--- src/rtl/crc_engine_if.sv ---
// Signal bundle between the tag datapath and crc_engine: frame input, verdict and
// serial CRC output. The datapath drives the master side; the engine takes the slave side.
interface crc_engine_if #(
    parameter int WIDTH = 5
) ();
    logic             start;
    logic             bit_valid;
    logic             bit_in;
    logic             frame_end;
    logic             shift_out_req;
    logic             out_ready;
    logic [WIDTH-1:0] crc;
    logic [15:0]      bit_count;
    logic             crc_done;
    logic             crc_ok;
    logic             bit_out;
    logic             bit_out_valid;
    logic             out_done;
    logic             busy;

    modport master (
        output start, bit_valid, bit_in, frame_end, shift_out_req, out_ready,
        input  crc, bit_count, crc_done, crc_ok, bit_out, bit_out_valid, out_done, busy
    );

    modport slave (
        input  start, bit_valid, bit_in, frame_end, shift_out_req, out_ready,
        output crc, bit_count, crc_done, crc_ok, bit_out, bit_out_valid, out_done, busy
    );
endinterface

--- src/rtl/crc_engine.sv ---
// Parametrised bit-serial CRC generator/checker (Galois, MSB-out) with a frame bit
// counter, end-of-frame verdict and MSB-first valid/ready serialiser for the CRC.
//
// state | meaning
// IDLE  | no frame open; crc and bit_count hold the last result
// ACCUM | frame open; each bit_valid advances the LFSR and counter
// SHIFT | serialising the CRC snapshot MSB-first over bit_out/out_ready
module crc_engine #(
    parameter int              WIDTH      = 5,
    parameter logic [WIDTH-1:0] POLY      = 'h09,
    parameter logic [WIDTH-1:0] PRESET    = 'h09,
    parameter logic [WIDTH-1:0] RESIDUE   = 'h00,
    parameter bit              INVERT_OUT = 1'b0
) (
    input  logic        crcinclk,
    input  logic        masterreset_n,
    crc_engine_if.slave bus
);

    typedef enum logic [1:0] {
        IDLE  = 2'd0,
        ACCUM = 2'd1,
        SHIFT = 2'd2
    } state_t;

    localparam logic [WIDTH-1:0] OUT_MASK = {WIDTH{INVERT_OUT}};

    state_t           state_q, state_d;
    logic [WIDTH-1:0] crc_q, crc_d;
    logic [15:0]      cnt_q, cnt_d;
    logic             ok_q, ok_d;
    logic             done_q, done_d;
    logic [WIDTH-1:0] sh_q, sh_d;
    logic [5:0]       idx_q, idx_d;
    logic             odone_q, odone_d;

    logic             fb;
    logic [WIDTH-1:0] crc_step;
    logic [15:0]      cnt_step;
    logic             fold_en;
    logic [WIDTH-1:0] fold_crc;
    logic [15:0]      fold_cnt;

    // A same-cycle data bit is folded in before frame_end / shift_out_req look at the register.
    always_comb begin
        fb       = bus.bit_in ^ crc_q[WIDTH-1];
        crc_step = (crc_q << 1) ^ (fb ? POLY : '0);
        cnt_step = (cnt_q == 16'hFFFF) ? cnt_q : cnt_q + 16'd1;
        fold_en  = (state_q == ACCUM) && bus.bit_valid;
        fold_crc = fold_en ? crc_step : crc_q;
        fold_cnt = fold_en ? cnt_step : cnt_q;
    end

    always_comb begin
        state_d = state_q;
        crc_d   = crc_q;
        cnt_d   = cnt_q;
        ok_d    = ok_q;
        done_d  = 1'b0;
        sh_d    = sh_q;
        idx_d   = idx_q;
        odone_d = 1'b0;

        if (bus.start) begin
            state_d = ACCUM;
            crc_d   = PRESET;
            cnt_d   = 16'd0;
            ok_d    = 1'b0;
        end else begin
            unique case (state_q)
                ACCUM: begin
                    if (bus.frame_end) begin
                        crc_d   = fold_crc;
                        cnt_d   = fold_cnt;
                        ok_d    = (fold_crc == RESIDUE) && (fold_cnt >= 16'(WIDTH));
                        done_d  = 1'b1;
                        state_d = IDLE;
                    end else if (bus.shift_out_req) begin
                        crc_d   = fold_crc;
                        cnt_d   = fold_cnt;
                        sh_d    = fold_crc ^ OUT_MASK;
                        idx_d   = 6'd0;
                        state_d = SHIFT;
                    end else if (bus.bit_valid) begin
                        crc_d = fold_crc;
                        cnt_d = fold_cnt;
                    end
                end
                IDLE: begin
                    if (bus.shift_out_req) begin
                        sh_d    = crc_q ^ OUT_MASK;
                        idx_d   = 6'd0;
                        state_d = SHIFT;
                    end
                end
                SHIFT: begin
                    if (bus.out_ready) begin
                        sh_d = sh_q << 1;
                        if (idx_q == 6'(WIDTH - 1)) begin
                            odone_d = 1'b1;
                            state_d = IDLE;
                        end else begin
                            idx_d = idx_q + 6'd1;
                        end
                    end
                end
                default: state_d = IDLE;
            endcase
        end
    end

    always_ff @(posedge crcinclk) begin
        if (!masterreset_n) begin
            state_q <= IDLE;
            crc_q   <= PRESET;
            cnt_q   <= 16'd0;
            ok_q    <= 1'b0;
            done_q  <= 1'b0;
            sh_q    <= '0;
            idx_q   <= 6'd0;
            odone_q <= 1'b0;
        end else begin
            state_q <= state_d;
            crc_q   <= crc_d;
            cnt_q   <= cnt_d;
            ok_q    <= ok_d;
            done_q  <= done_d;
            sh_q    <= sh_d;
            idx_q   <= idx_d;
            odone_q <= odone_d;
        end
    end

    assign bus.crc           = crc_q;
    assign bus.bit_count     = cnt_q;
    assign bus.crc_done      = done_q;
    assign bus.crc_ok        = ok_q;
    assign bus.bit_out       = sh_q[WIDTH-1];
    assign bus.bit_out_valid = (state_q == SHIFT);
    assign bus.out_done      = odone_q;
    assign bus.busy          = (state_q != IDLE);

endmodule

--- src/flat_wrapper.sv ---
// flat-port wrapper written by rule: the top's interface ports become plain ports
module crc_engine_flat 
#(
    parameter int              WIDTH      = 5,
    parameter logic [WIDTH-1:0] POLY      = 'h09,
    parameter logic [WIDTH-1:0] PRESET    = 'h09,
    parameter logic [WIDTH-1:0] RESIDUE   = 'h00,
    parameter bit              INVERT_OUT = 1'b0
)
  (crcinclk, masterreset_n, bus_start, bus_bit_valid, bus_bit_in, bus_frame_end, bus_shift_out_req, bus_out_ready, bus_crc, bus_bit_count, bus_crc_done, bus_crc_ok, bus_bit_out, bus_bit_out_valid, bus_out_done, bus_busy);
  crc_engine_if #(.WIDTH(WIDTH)) bus_i ();
  input  logic crcinclk;
  input  logic masterreset_n;
  input wire logic [$bits(bus_i.start)-1:0] bus_start;
  input wire logic [$bits(bus_i.bit_valid)-1:0] bus_bit_valid;
  input wire logic [$bits(bus_i.bit_in)-1:0] bus_bit_in;
  input wire logic [$bits(bus_i.frame_end)-1:0] bus_frame_end;
  input wire logic [$bits(bus_i.shift_out_req)-1:0] bus_shift_out_req;
  input wire logic [$bits(bus_i.out_ready)-1:0] bus_out_ready;
  output wire logic [$bits(bus_i.crc)-1:0] bus_crc;
  output wire logic [$bits(bus_i.bit_count)-1:0] bus_bit_count;
  output wire logic [$bits(bus_i.crc_done)-1:0] bus_crc_done;
  output wire logic [$bits(bus_i.crc_ok)-1:0] bus_crc_ok;
  output wire logic [$bits(bus_i.bit_out)-1:0] bus_bit_out;
  output wire logic [$bits(bus_i.bit_out_valid)-1:0] bus_bit_out_valid;
  output wire logic [$bits(bus_i.out_done)-1:0] bus_out_done;
  output wire logic [$bits(bus_i.busy)-1:0] bus_busy;
  assign bus_i.start = bus_start;
  assign bus_i.bit_valid = bus_bit_valid;
  assign bus_i.bit_in = bus_bit_in;
  assign bus_i.frame_end = bus_frame_end;
  assign bus_i.shift_out_req = bus_shift_out_req;
  assign bus_i.out_ready = bus_out_ready;
  assign bus_crc = bus_i.crc;
  assign bus_bit_count = bus_i.bit_count;
  assign bus_crc_done = bus_i.crc_done;
  assign bus_crc_ok = bus_i.crc_ok;
  assign bus_bit_out = bus_i.bit_out;
  assign bus_bit_out_valid = bus_i.bit_out_valid;
  assign bus_out_done = bus_i.out_done;
  assign bus_busy = bus_i.busy;
  crc_engine #(.WIDTH(WIDTH), .POLY(POLY), .PRESET(PRESET), .RESIDUE(RESIDUE), .INVERT_OUT(INVERT_OUT)) u_core (.crcinclk(crcinclk), .masterreset_n(masterreset_n), .bus(bus_i));
endmodule
--- config.mk ---
export PLATFORM = sky130hd
export DESIGN_NAME = crc_engine_flat
export DESIGN_NICKNAME = d
export VERILOG_FILES = /design/src/rtl/crc_engine_if.sv /design/src/rtl/crc_engine.sv /design/src/flat_wrapper.sv
export SDC_FILE = /design/constraint.sdc
export NUM_CORES = 1
export LEC_CHECK = 0
export ABC_AREA = 1
export CAP_MARGIN = 20
export CELL_PAD_IN_SITES_DETAIL_PLACEMENT = 0
export CELL_PAD_IN_SITES_GLOBAL_PLACEMENT = 1
export CORE_ASPECT_RATIO = 0.9
export CORE_MARGIN = 2
export CORE_UTILIZATION = 40
export DETAILED_ROUTE_END_ITERATION = 8
export PLACE_DENSITY_LB_ADDON = 0.08
export SETUP_SLACK_MARGIN = 0.5
export SLEW_MARGIN = 20
export SYNTH_ARGS = -nofsm -noshare
export SYNTH_HDL_FRONTEND = slang
export SYNTH_SLANG_ARGS = --single-unit
--- constraint.sdc ---
create_clock -name crcinclk -period 3.19 [get_ports crcinclk]
set_input_delay 0.638 -clock crcinclk [delete_from_list [all_inputs] [get_ports crcinclk]]
set_output_delay 0.638 -clock crcinclk [all_outputs]
set_load 0.01 [all_outputs]
==> key figures <==
Detailed routing
  • DR WL met3: 202 um
  • Metal2 WL: roughly 2000 um
  • DR top layer: met4
  • Remaining DRCs: 0
  • Vias per inst: 4.79
  • Iter 0 DRT Violations: 94
  • Drt total wl: 5250 um
  • Met1 WL: 2970 um
  • Via count: 2057
  • DR WL/cell: 12.2 um
  • Pre-antenna DRT Iters: 4
  • Antenna Nets Post-Route: 0

Final layout
  • Final Non-Filler Cells: 429
  • Fin nets: around 380
  • Filler instances: 541
  • Sequential cell area: between 700 and 800 sq um
  • Area grow syn2layout: 23.7%
  • Area of the multi-input gates: 1160 sq um
  • Diode count: 0
  • Layout cells sized above 1: 7.14%

Yosys
  • Largest family of logic cells by synthesized area: simple AND/OR/NAND/NOR gates
  • Share of the synthesized area in the top cell type: 35.3%
  • Post-synthesis compound-gate area fraction: 10.7%
  • Number of synthesized flops with an enable pin: 0
  • Post-Syn Instances: ~330
  • Synth Flop Type: dfxtp_1
  • Commonest cells in the netlist: nand2_1, nor2_1, inv_1, dfxtp_1, nand3_1
  • Syn Std Cell Area: 2100 sq um
  • Synth async-reset ratio: 0%
  • Adder-cell share of the synthesized area: 1.79%
  • Post-synthesis mux area share: 0%
  • Synth top area cells: dfxtp_1, nand2_1, nor2_1
  • Synthesized Nets: 336
  • Synth cell types: 35
  • Flops & latches, synth: 37
  • Simple-Gate Fraction of Synth Area: 40.7%
  • Synth warn: 0
  • Synth Area in XOR/XNOR: 2.09%
  • Post-Syn Area per Cell: about 6.5 sq um
  • Largest area contributor in the netlist: dfxtp_1
  • Register area share after synthesis: 35.3%
  • Most numerous cell in the Yosys netlist: nand2_1

Clocking
  • Post-cts resize count: 0
  • Hold-fix buffer count after cts: 0
  • Worst-path clk slew: 0.08 ns
  • CTS tree: yes
  • Clock buffer count from CTS: 5
  • CTS Sinks: 37
  • Postcts setup bufs: 0
  • Clock root buffer: clkbuf_8
  • Deepest clock path buffer count: 2
  • Skew-Pair Late Insertion Delay: 0.29 ns
  • CTS H-tree lvls: 2

Die
  • Width of the die: 80.3 um
  • Initial Util: 42.3%
  • Core ar.: about 5000 sq um
  • Die Ht: 72.7 um
  • DIE AREA: roughly 5800 sq um
  • Rows: 24
  • # IOs: 35

Global route
  • Largest net degree at the start of global routing: 18
  • Grt ovf: 0
  • Number of global-route vias before repair: 1913
  • First-pass GRT wire length: 9130 um
  • Antenna violations before repair: 0
  • GRT Total Usage: slightly below 20%

Placement
  • I/O Buffers: 34
  • GPL Wtd Cong: 0.850
  • Post-DP HPWL: between 4000 and 5000 um
  • Dpl cells: 422

Worst setup path
  • Worst path top cell family by delay: simple AND/OR/NAND/NOR gates
  • Critical Path Sink Type: flip-flop
  • Crit path DAT: between 2 and 3 ns
  • Critical path startpoint category: primary input
  • Crit-path slowest cell: clkdlybuf4s50_1
  • Maximum fanout along the worst path: 17
  • CP Cell Sequence: clkdlybuf4s50_1, nand3_2, nor2_4, nand2_1, nor2_1, nand2_1, nand2_1, nand2_1, nor2_1, nand2_1, nor2_1, nand2_1, nand2_1, a21oi_2
  • CP bufs+invs: 1
  • Most used cell, CP: nand2_1
  • Req. time, crit path: between 3 and 4 ns
  • Crit Path Category: primary input to flip-flop
  • CP peak stage delay: 0.48 ns

Timing
  • F_max: 425 MHz
  • Setup Total Neg Slack: 0 ns
  • Tmin final: roughly 2.4 ns
  • Final hold viol count: 0
  • Worst-Margin Slew: 0.479 ns
  • Setup Skew: 0.00512 ns
  • Pins over their slew limit: 0
  • RSZ-0062 raised after global routing: false
  • Relative slew margins: 67.9%
  • Final setup vio count: 0
  • Period utilization: 73.8%

Status
  • Status: complete, no violations

Power
  • Pwr dens: 357 nW/um^2
  • Leak: 1.08 nW
  • Peak supply drop: ~0.25 mV

Worst hold path
  • Hold Crit Class: flip-flop to flip-flop

Run
  • Max-Cap Viols: 0
==> layout by cell type (no fill, tap or decap), types with 2 or more instances in the layout <==
master / instances
a211oi_1: 4
a21oi_1: 11
a31oi_1: 2
clkbuf_8: 6
clkdlybuf4s50_1: 34
dfxtp_1: 37
ha_1: 3
inv_1: 42
inv_2: 2
inv_4: 2
nand2_1: 92
nand2_2: 2
nand3_1: 23
nand3b_1: 4
nand4_1: 3
nor2_1: 48
nor2_2: 4
nor3_1: 8
o21ai_0: 12
o21ai_1: 3
o22ai_1: 2
or2_2: 2
xor2_1: 4
==> layer usage <==
metal | global-route usage (%) | vias up
met5 | 0 | -
met4 | 5.08 | 0
met3 | 4.58 | 6
met2 | 27.1 | 34
met1 | 31.0 | 906
li1 | - | 1111
==> through the flow <==
stage	total power [mW]	util (%)	cell area, sq um	setup WS (ns)	hold WS, ns
2_1_floorplan	0.559	-	2100	1.39	0.436
3_3_place_gp	0.598	50.6	2510	0.518	0.461
6_report	0.926	52.3	2590	0.836	0.471
3_5_place_dp	0.598	50.6	2510	0.500	0.462
5_1_grt	0.971	52.3	2590	0.557	0.501
4_1_cts	0.936	52.3	2590	0.806	0.474
==> power by group <==
part	leakage (nW)	switching [mW]	internal, mW
logic	0.732	0.0613	0.0418
clock network	0.0443	0.168	0.172
registers	0.300	0.0101	0.473
==> state kept, by name, indices dropped and copies added (netlist names) <==
name                  count
u_core.idx_q              6
u_core.sh_q               5
u_core.state_q            2
u_core.bus.crc_ok         1
u_core.bus.crc_done       1
u_core.bus.crc            5
u_core.bus.bit_count     16
u_core.bus.out_done       1
==> cell type report <==
type                       instances  area share [%]
tap                               65            3.14
clock buffer                       7            3.33
timing repair buffer              35            13.4
multi-input combinational        239            44.7
sequential                        37            28.6
inverter                          46            6.85
==> path summary, 6_finish.rpt <==
check	slack (ns)	to	depth (start not counted)	startpoint
min	0.47	u_core.sh_q[1]	2	u_core.sh_q[1]
max	0.84	u_core.bus.crc_ok	14	bus_bit_valid
max reg2reg	1.09	u_core.bus.crc_ok	16	u_core.bus.bit_count[1]
min reg2reg	0.47	u_core.sh_q[1]	2	u_core.sh_q[1]
==> tightest hold or removal path: cells and delay by family, from the launching register on <==
kind	cells	cell delay [ns]
and+or+nand+nor	1	0.06
DFF	1	0.31
AOI/OAI and AO/OA	1	0.05
==> logic make-up after synthesis <==
kind of cell | after synthesis
flops | 37
compound gates | 38
fa+ha+maj | 3
xor+xnor | 5
buf+inv | 49
simple gates | 193
Note: power is estimated with default switching activity, not from simulation.
==> RTL change 1 (same flow settings) <==
`WIDTH` is set to 5 in 3 places; all go to 10.
--- a/src/rtl/crc_engine_if.sv
+++ b/src/rtl/crc_engine_if.sv
@@ -1,7 +1,7 @@
 // Signal bundle between the tag datapath and crc_engine: frame input, verdict and
 // serial CRC output. The datapath drives the master side; the engine takes the slave side.
 interface crc_engine_if #(
-    parameter int WIDTH = 5
+    parameter int WIDTH = 10
 ) ();
     logic             start;
     logic             bit_valid;
--- a/src/rtl/crc_engine.sv
+++ b/src/rtl/crc_engine.sv
@@ -6,7 +6,7 @@
 // ACCUM | frame open; each bit_valid advances the LFSR and counter
 // SHIFT | serialising the CRC snapshot MSB-first over bit_out/out_ready
 module crc_engine #(
-    parameter int              WIDTH      = 5,
+    parameter int              WIDTH      = 10,
     parameter logic [WIDTH-1:0] POLY      = 'h09,
     parameter logic [WIDTH-1:0] PRESET    = 'h09,
     parameter logic [WIDTH-1:0] RESIDUE   = 'h00,
--- a/src/flat_wrapper.sv
+++ b/src/flat_wrapper.sv
@@ -1,7 +1,7 @@
 // flat-port wrapper written by rule: the top's interface ports become plain ports
 module crc_engine_flat 
 #(
-    parameter int              WIDTH      = 5,
+    parameter int              WIDTH      = 10,
     parameter logic [WIDTH-1:0] POLY      = 'h09,
     parameter logic [WIDTH-1:0] PRESET    = 'h09,
     parameter logic [WIDTH-1:0] RESIDUE   = 'h00,
Interface: changed (resized bus_crc); port bits go from 35 to 40. No check against the original RTL was run, so the function may have changed too.
==> RTL change 1 against the unedited design <==
- count of clock-buffer cells in the layout shrank 1
- sequential cell count rose by 10
- global-route usage decreased by 0.18 points
- maximum frequency is 5.4% lower
- cell area rose by 20%
- sequential share of layout area rose by 1.6 points
- total power up 22%
- routed wire length is 23% higher
- synthesized area increased by 21%
- register-to-register slack got worse by 0.10 ns
- setup slack worse by 0.13 ns
==> RTL change 1: results (changes against the unedited design) <==
drt:
  wl_per_cell_um: 12.5  # +2.3%
  drt_first_pass_iters: 5  # +1
  routed_wl_um: 6450  # +23%
  vias: 2473  # +20%
  drt_iter0_markers: 120  # +28%
layout:
  drive_gt1_frac: 0.0514  # -0.0200
  clk_share: 0.0280  # -0.00525
  num-nonclk-inverters: 50  # +8.7%
  fin_nets: 439  # +17%
  n_all_buffers: 44  # +26%
  clkbuf_count: 6  # -1
  nonClkBufAreaFrac: 0.137  # +0.00286
  fill_cells: 662  # +22%
  nMultiInputCombCells: 280  # +17%
  sh_seq_area: 0.301  # +0.0156
  multi_input_area_share: 0.439  # -0.00825
synth:
  synth_nets: 398  # +18%
  synth_cell_types: 39  # +11%
  synth.avg_cell_area_um2: 6.58  # +1.9%
  yosysSeqAreaShare: 0.370  # +0.0165
  ys_ff_latch: 47  # +27%
  synth_xor_area_frac: 0.0138  # -0.00712
  synth_area_leaders: "dfxtp_1 (37%), nand2_1 (15%), nor2_1 (8.7%), inv_1 (6.8%), nand3_1 (5.7%)"
  synth_compound_area_frac: 0.144  # +0.0367
  synth_common_cells: "nand2_1 (100), nor2_1 (59), dfxtp_1 (47)"
  synthAdderAreaFrac: 0.0147  # -0.00315
pwr:
  cellLeakagePower_nw: 1.30  # +20%
  vdd_drop_max_mv: 0.231  # -6.2%
  p_per_area_nw_per_um2: 361  # +1.2%
worst_setup_path:
  critPathMaxFanout: 10  # -7
  r2r_setup_slack_ns: 0.99  # -0.10 ns
  reg2reg_depth: 12  # -4
  worstPathArrival_ns: 1.85  # -0.68 ns
  critPathTopFamily: "buffers and inverters"
placement:
  place.detailed.hpwl_um: 4860  # +16%
  gp_congestion: 0.804  # -5.5%
  pre_cts_ws_ns: 0.587  # +0.0862 ns
timing:
  tightest_slew_ns: 0.672  # +0.194 ns
  period_share: 0.780  # +0.0420
global_route:
  grt_pass1_wl_um: 10700  # +18%
  grt_pass1_vias: 2272  # +19%
status:
  run_status: "finished clean"
die:
  die_w_um: 88.1  # +9.7%
## RTL change 1: where the power goes
group | switching (W) | internal, W
combinational | 0.0000848 | 0.0000562
sequential | 0.0000155 | 0.000605
clock | 0.000197 | 0.000171
total | 0.000298 | 0.000832
## RTL change 1: final timing paths
| check | endpoint | from |
|---|---|---|
| hold reg to reg | u_core.idx_q[2] | u_core.idx_q[2] |
| hold / removal | u_core.idx_q[2] | u_core.idx_q[2] |
| setup / recovery | bus_bit_out_valid | u_core.state_q[1] |
| setup reg to reg | u_core.bus.crc_ok | u_core.bus.bit_count[1] |
## RTL change 1: cell families after synthesis
kind of cell / after synthesis
buffers and inverters: 60
XOR/XNOR: 4
adder cells (fa/ha/maj): 3
flip-flops: 47
AO/OA/AOI/OAI: 62
AND/OR/NAND/NOR: 211
## RTL change 1: per-layer routing
metal	global-route usage	up-vias	routed length, um
met4	0.0470	0	50
met3	0.0434	4	199
met5	0	-	0
met1	0.303	1087	3600
met2	0.277	49	2610
li1	-	1333	-
==> RTL change 2 (same settings) <==
Without the edit above. Encoding of `state_t`: now one-hot (3 bits for 3 states).
--- a/src/rtl/crc_engine.sv
+++ b/src/rtl/crc_engine.sv
@@ -17,10 +17,10 @@
     crc_engine_if.slave bus
 );
 
-    typedef enum logic [1:0] {
-        IDLE  = 2'd0,
-        ACCUM = 2'd1,
-        SHIFT = 2'd2
+    typedef enum logic [2:0] {
+        IDLE  = 3'b001,
+        ACCUM = 3'b010,
+        SHIFT = 3'b100
     } state_t;
 
     localparam logic [WIDTH-1:0] OUT_MASK = {WIDTH{INVERT_OUT}};
Function: no difference found for any inputs over 4 cycles, from zero or initial values and one cycle with masterreset_n low; so few cycles prove little.
==> RTL change 2 against the unedited design <==
- sequential cell count rose by 1
- core utilization fell by 1.5 points
- synthesized area rose by 2.7%
- sequential share of layout area rose by 0.11 points
- total power fell by 1.9%
- clock power fell by 6%
- non-clock buffer count rose by 2
- sequential power rose by 2%
- routed wire length fell by 1.8%
- cell area rose by 2.3%
- setup slack got worse by 0.0059 ns
- largest cell class unchanged
- largest power group unchanged
==> RTL change 2: results (changes against the unedited design) <==
status:
  run_status: "finished clean"
synth:
  yosys_warnings: 0  # unchanged
  yosysSeqAreaShare: 0.353  # about the same
  synth_cell_types: 34  # -2.9%
  synth_edf_count: 0  # unchanged
  async_flop_share: 0  # unchanged
  synth_common_cells: "nand2_1 (97), inv_1 (50), nor2_1 (44)"
  synth_nets: 350  # +4.2%
  synth_area_leaders: "dfxtp_1 (35%), nand2_1 (17%), inv_1 (8.7%), nor2_1 (7.7%), nand3_1 (6.5%)"
worst_setup_path:
  r2r-start: "u_core.bus.bit_count[0]"
  worstPathArrival_ns: 1.72  # -0.81 ns
  crit_path_max_incr_delay_ns: 0.62  # +0.14 ns
  crit_start: "u_core.state_q[1]"
  critPathMaxFanout: 9  # -8
  cpMaxStageDelayCell: "clkdlybuf4s50_1"
timing:
  clock_skew_ns: 0.00630  # +0.00118 ns
  relSlewSlack: 0.675  # -0.00410
clock_tree:
  postCtsHoldBufs: 0  # unchanged
  cts_max_level: 2  # unchanged
  insertion_delay_ns: 0.30
  clk_pin_slew_worst_paths_ns: 0.08  # about the same
  numCtsBuffers: 5  # unchanged
drt:
  drt_iter0_markers: 98  # +4.3%
  drt_first_pass_iters: 4  # unchanged
  vias_per_cell: 4.85  # +1.1%
  wl_per_cell_um: 11.6  # -5.1%
pwr:
  cellLeakagePower_nw: 1.14  # +6.4%
  intPower_w: 0.000670  # -2.4%
  p_comb_frac: 0.103  # -0.008
  seqPwrFrac: 0.544  # +0.022
  switching_power_w: 0.000239  # -0.31%
  vdd_drop_max_mv: 0.167  # -32%
global_route:
  grtUsageTotal: 0.187  # -0.0122
  grt_max_degree: 15  # -3
  grt_pass1_vias: 1923  # +0.52%
  grt_pass1_wl_um: 8570  # -6.1%
layout:
  drive_gt1_frac: 0.0610  # -0.0104
  fin_nets: 388  # +3.5%
placement:
  place.detailed.hpwl_um: 3890  # -6.9%
  gp_congestion: 0.857  # +0.79%
  pre_cts_ws_ns: 0.626  # +0.126 ns
die:
  initial_core_util: 0.412  # -0.0108
min_path:
  worstHoldStart: "u_core.sh_q[0]"
## RTL change 2: cell families (layout without fill, tap and decap cells)
kind of cell | count (synthesis) | count (layout) | share of synthesized area
compound gates | 40 | 40 | 0.107
fa+ha+maj | 3 | 3 | 0.0174
buf+inv | 59 | 97 | 0.105
flops | 38 | 38 | 0.353
simple gates | 194 | 194 | 0.397
xor+xnor | 5 | 5 | 0.0203
## RTL change 2: per-stage QoR
step	instance area, um^2	instances
4_1_cts	2650	444
5_1_grt	2650	444
6_report	2650	444
2_1_floorplan	2150	339
3_5_place_dp	2570	437
3_3_place_gp	2570	437
## RTL change 2: worst paths after layout
check / slack [ns] / depth (start not counted) / end
worst min register to register: 0.47 / 2 / u_core.sh_q[0]
worst min-delay path: 0.47 / 2 / u_core.sh_q[0]
worst max-delay path: 0.83 / 2 / bus_bit_out_valid
worst max register to register: 0.98 / 14 / u_core.bus.crc_ok
## RTL change 2: metal layers
layer | wire, um | up-vias | GRT usage | part of all wire
met5 | 0 | - | 0 | 0
met4 | 42 | 0 | 0.0565 | 0.0081
met3 | 165 | 4 | 0.0491 | 0.032
met2 | 2250 | 26 | 0.295 | 0.44
met1 | 2700 | 963 | 0.249 | 0.52
li1 | - | 1159 | - | -
## RTL change 2: area by class of cell
class	count	area [um^2]
fill	553	2570
multi-input combinational	242	1170
sequential	38	761
timing repair buffer	37	363
inverter	53	199
tap	67	83.8
clock buffer	5	68.8
clock inverter	2	10.0
## RTL change 2: worst max-delay path, delay by kind of cell (launching register included)
| family | cells | cell delay (ns) |
|---|---|---|
| flip-flops | 1 | 0.37 |
| AND/OR/NAND/NOR | 1 | 0.43 |
| buffers and inverters | 1 | 0.62 |
